`src/rtl/cr_ifu_ifex_buf.sv`:
```
// cr_ifu_ifex_buf: two-entry instruction buffer between the IF data path and
// the IU EX stage. Each fetched instruction is stored with its PC, breakpoint
// flag and compressed-instruction flag. A debug breakpoint replaces the
// instruction with EBREAK. One cycle of EX back-pressure is absorbed without
// losing fetch data, and an IU kill flushes the buffer.
module cr_ifu_ifex_buf #(
  parameter logic [31:0] EBREAK = 32'h00100073
) (
  input  logic        forever_cpuclk,
  input  logic        cpurst,
  input  logic        if_inst_vld,
  input  logic [31:0] if_inst,
  input  logic [31:0] if_pc,
  input  logic        ifu_iu_ex_inst_bkpt,
  input  logic        iu_ifu_kill_inst,
  input  logic        iu_ifu_ex_stall,
  output logic        ifu_if_ready,
  output logic        ifu_iu_ex_inst_vld,
  output logic [31:0] ifu_iu_ex_inst,
  output logic [31:0] ifu_iu_ex_pc,
  output logic        ifu_iu_ex_bkpt,
  output logic        ifu_iu_ex_inst_16
);

  // Entry storage, indexed by the 1-bit pointers.
  logic [31:0] inst_q [2];
  logic [31:0] pc_q   [2];
  logic        bkpt_q [2];
  logic        c16_q  [2];

  // Pointers and occupancy.
  logic        wptr_q;
  logic        wptr_d;
  logic        rptr_q;
  logic        rptr_d;
  logic [1:0]  cnt_q;
  logic [1:0]  cnt_d;

  // Handshake and write-data signals.
  logic        push_s;
  logic        pop_s;
  logic [31:0] wr_inst_s;
  logic        wr_bkpt_s;
  logic        wr_c16_s;

  // Ready depends only on the registered count and kill; push/pop qualifiers.
  always_comb begin
    ifu_if_ready = 1'b0;
    push_s       = 1'b0;
    pop_s        = 1'b0;
    if (!iu_ifu_kill_inst && (cnt_q != 2'd2)) begin
      ifu_if_ready = 1'b1;
    end else begin
      ifu_if_ready = 1'b0;
    end
    push_s = if_inst_vld & ifu_if_ready;
    pop_s  = (cnt_q != 2'd0) & ~iu_ifu_ex_stall;
  end

  // Entry contents to load on a push; a breakpoint replaces the instruction.
  always_comb begin
    wr_inst_s = if_inst;
    wr_bkpt_s = 1'b0;
    wr_c16_s  = 1'b0;
    if (ifu_iu_ex_inst_bkpt) begin
      wr_inst_s = EBREAK;
      wr_bkpt_s = 1'b1;
      wr_c16_s  = 1'b0;
    end else begin
      wr_inst_s = if_inst;
      wr_bkpt_s = 1'b0;
      wr_c16_s  = (if_inst[1:0] != 2'b11);
    end
  end

  // Next pointer/count; a kill discards any push or pop in the same cycle.
  always_comb begin
    wptr_d = wptr_q;
    rptr_d = rptr_q;
    cnt_d  = cnt_q;
    if (iu_ifu_kill_inst) begin
      wptr_d = 1'b0;
      rptr_d = 1'b0;
      cnt_d  = 2'd0;
    end else begin
      if (push_s) begin
        wptr_d = ~wptr_q;
      end else begin
        wptr_d = wptr_q;
      end
      if (pop_s) begin
        rptr_d = ~rptr_q;
      end else begin
        rptr_d = rptr_q;
      end
      case ({push_s, pop_s})
        2'b10:   cnt_d = cnt_q + 2'd1;
        2'b01:   cnt_d = cnt_q - 2'd1;
        default: cnt_d = cnt_q;
      endcase
    end
  end

  // Pointer and occupancy registers.
  always_ff @(posedge forever_cpuclk or posedge cpurst) begin
    if (cpurst) begin
      wptr_q <= 1'b0;
      rptr_q <= 1'b0;
      cnt_q  <= 2'd0;
    end else begin
      wptr_q <= wptr_d;
      rptr_q <= rptr_d;
      cnt_q  <= cnt_d;
    end
  end

  // Entry registers; only the slot at the write pointer loads on a push.
  // push_s is already low during a kill because ready is forced low.
  always_ff @(posedge forever_cpuclk or posedge cpurst) begin
    if (cpurst) begin
      for (int i = 0; i < 2; i++) begin
        inst_q[i] <= 32'h0000_0000;
        pc_q[i]   <= 32'h0000_0000;
        bkpt_q[i] <= 1'b0;
        c16_q[i]  <= 1'b0;
      end
    end else if (push_s) begin
      inst_q[wptr_q] <= wr_inst_s;
      pc_q[wptr_q]   <= if_pc;
      bkpt_q[wptr_q] <= wr_bkpt_s;
      c16_q[wptr_q]  <= wr_c16_s;
    end
  end

  // Head outputs come straight from the entry at the read pointer.
  always_comb begin
    ifu_iu_ex_inst_vld = (cnt_q != 2'd0);
    ifu_iu_ex_inst     = inst_q[rptr_q];
    ifu_iu_ex_pc       = pc_q[rptr_q];
    ifu_iu_ex_bkpt     = bkpt_q[rptr_q];
    ifu_iu_ex_inst_16  = c16_q[rptr_q];
  end

endmodule

```
`config.mk`:
```
export PLATFORM = sky130hd
export DESIGN_NAME = cr_ifu_ifex_buf
export DESIGN_NICKNAME = d
export VERILOG_FILES = /design/src/rtl/cr_ifu_ifex_buf.sv
export SDC_FILE = /design/constraint.sdc
export NUM_CORES = 1
export LEC_CHECK = 0
export ABC_AREA = 1
export BUFFER_PORTS_ARGS = -buffer_cell sky130_fd_sc_hd__buf_2
export CAP_MARGIN = 20
export CORE_ASPECT_RATIO = 1.25
export CORE_MARGIN = 5
export CORE_UTILIZATION = 50
export DETAILED_ROUTE_END_ITERATION = 8
export PLACE_DENSITY_LB_ADDON = 0.3
export RECOVER_POWER = 50
export SYNTH_ARGS = -nofsm -noshare
export SYNTH_HDL_FRONTEND = slang
export SYNTH_SLANG_ARGS = --single-unit
```
`constraint.sdc`:
```
create_clock -name forever_cpuclk -period 9.02 [get_ports forever_cpuclk]
set_input_delay 1.804 -clock forever_cpuclk [delete_from_list [all_inputs] [get_ports forever_cpuclk]]
set_output_delay 1.804 -clock forever_cpuclk [all_outputs]
set_load 0.05 [all_outputs]
```
==> qor.yml <==
drt_first_pass_iters: 4
finalHoldViolCount: 0
slew_viol_final: 136
netlist_area_sq_um: 6090
cts.sinks: 136
endpoint_kind: "output port"
hold_buffers: 0
netlist.area_leader.share: 0.559
critPathLaunch: "rptr_q$_DFFE_PP0P_"
p_leak_uw: 0.00389
die_h_um: 133
insertion_delay_ns: 0.40
final-seq-area_sq_um: 3410
yosysSeqAreaShare: 0.559
io_pins: 138
synth_top_area_cell: "dfrtp_1"
dp_worst_setup_slack_ns: 4.86
yosysWarnings: 0
initial_utilization: 0.506
cp_data_required_time_ns: 7.22
crit_path_max_fanout: 69
synth.most_common_cell: "nand2_1"
die-width_um: 109
ir_drop_v: 0.000204
finClkSkew_ns: 0.00706
ys_types: 19
multi_input_area_sq_um: 2150
rsz0062_at_grt: "no"
drive_gt1_frac: 0.203
period_needed_ns: 5.82
status: "finished, violations left"
min_from: "inst_q[0]$_DFFE_PP0P_"
clk_path_buf_depth: 2
rows: 45
path_clk_slew_ns: 0.06
violations: "capacitance limit, slew limit"
syn_inst: 763
max_cap_viol_count: 2
crit_type: "reg2out"
gr-total-overflow: 0
cts_setup_buffers: 0
hp-class: "reg2reg"
cts_tree: "done"
fin_ws_ns: 3.20
fin_crit_sh: 0.645
root_buffer: "clkbuf_16"
fmax_mhz: 172
synth_edf_count: 0
avgRoutedWirePerCell_um: 13.4
worstPathArrival_ns: 4.02
num-fill-cells: 1144
grt_pass1_wl_um: 23200
ctsResizeCount: 0
slew_headroom: -0.917
syn_area_per_cell_sq_um: 7.98
setup_viol: 0
synth_flop_cell: "dfrtp_1"
worst_pin_slew_ns: 2.86
finalWirelength_um: 14100
drc: 0
vias: 5200
finalNetCount: 949
drtIter0Drc: 340
syn_to_final_growth_pct: 21.5
hpwl_um: 8910
htree_levels: 4
dieArea_sq_um: 14500
gp_congestion: 0.742
antenna_cells: 0
powerDensity_nw_per_um2: 393
ys_top_cells_by_count: "nand2_1, dfrtp_1, o21ai_0"
cp-start-kind: "flip-flop"
synth_top_cells_by_area: "dfrtp_1, nand2_1, o21ai_0"
reg2reg_from: "rptr_q$_DFFE_PP0P_"
grt_pass1_vias: 4882
io_buffers: 137
viasPerCell: 4.93
synth-seq-cells: 136
ys_async_sr_fraction: 1.00
grt_max_degree: 130
synth_nets: 833
fin_tns_setup_ns: 0
grtUsageTotal: 0.200
cts_made_buffers: 17
core_sq_um: 12000
antenna_found_initial: 0
ant_nets: 0
state kept, by name, indices dropped and copies added, names as in the netlist:
signal and flops:
rptr_q 1, wptr_q 1, c16_q 2, cnt_q 2, inst_q 64, pc_q 64, bkpt_q 2
power by group:
part / switching [uW] / leakage [uW] / internal, uW
clock: 245 / 0.000292 / 442
combinational: 931 / 0.00187 / 279
sequential: 132 / 0.00172 / 883
total: 1310 / 0.00389 / 1600
worst max-delay path, stage by stage (launching register included):
cell	delay [ns]
dfrtp_4	0.80
clkbuf_1	1.90
o21ai_0	0.51
buf_2	0.36
stage by stage:
stage / total power (uW) / hold slack, ns / utilization / std cells / cell area, sq um
2_1_floorplan: 1960 / 0.442 / - / 763 / 6090
5_1_grt: 3090 / 0.484 / 0.615 / 1055 / 7400
4_1_cts: 2930 / 0.472 / 0.614 / 1054 / 7400
3_3_place_gp: 2220 / 0.455 / 0.565 / 1023 / 6810
6_report: 2910 / 0.470 / 0.615 / 1055 / 7400
3_5_place_dp: 2240 / 0.458 / 0.565 / 1023 / 6810
placed cells by master (no fill, tap or decap), types with 2 or more instances in the layout:
cell and count:
inv_2 3, buf_4 3, or2_2 4, nand2_1 297, buf_2 136, nand4_1 2, o21ai_0 135, dfrtp_1 135
bufinv_16 2, nor2_1 8, a21oi_1 2, nand3_1 47, clkbuf_1 5, inv_1 78, clkbuf_16 17, clkbuf_8 5
clkinv_2 3
per-layer routing:
| metal | vias to the layer above | wire (um) | GRT usage |
|---|---|---|---|
| met5 | - | 0 | 0 |
| met4 | 0 | 173 | 0.0575 |
| met3 | 15 | 862 | 0.0451 |
| met2 | 157 | 6970 | 0.319 |
| met1 | 2428 | 6140 | 0.276 |
| li1 | 2600 | - | - |
path summary, 6_finish.rpt:
path | endpoint | slack, ns | depth (start not counted)
max in group asynchronous | inst_q[41]$_DFFE_PP0P_ | 4.93 | 3
hold reg to reg | inst_q[0]$_DFFE_PP0P_ | 0.47 | 2
min in group asynchronous | pc_q[43]$_DFFE_PP0P_ | 2.21 | 2
setup / recovery | ifu_iu_ex_bkpt | 3.20 | 3
setup reg to reg | rptr_q$_DFFE_PP0P_ | 5.44 | 4
hold / removal | inst_q[0]$_DFFE_PP0P_ | 0.47 | 2
logic make-up (layout without fill, tap and decap cells):
kind of cell,Yosys count,count (layout),synth area share
AOI/OAI and AO/OA,138,138,0.114
DFF,136,136,0.559
and+or+nand+nor,361,361,0.240
buffers and inverters,128,256,0.0875
area by class of cell:
class                           count  share of cell area
Sequential cell                   136               0.460
Multi-Input combinational cell    499               0.290
Timing Repair Buffer              143               0.100
Clock buffer                       24              0.0678
Inverter                           82              0.0417
Tap cell                          164              0.0277
Clock inverter                      7              0.0123
Note: power is estimated with default switching activity, not from simulation.
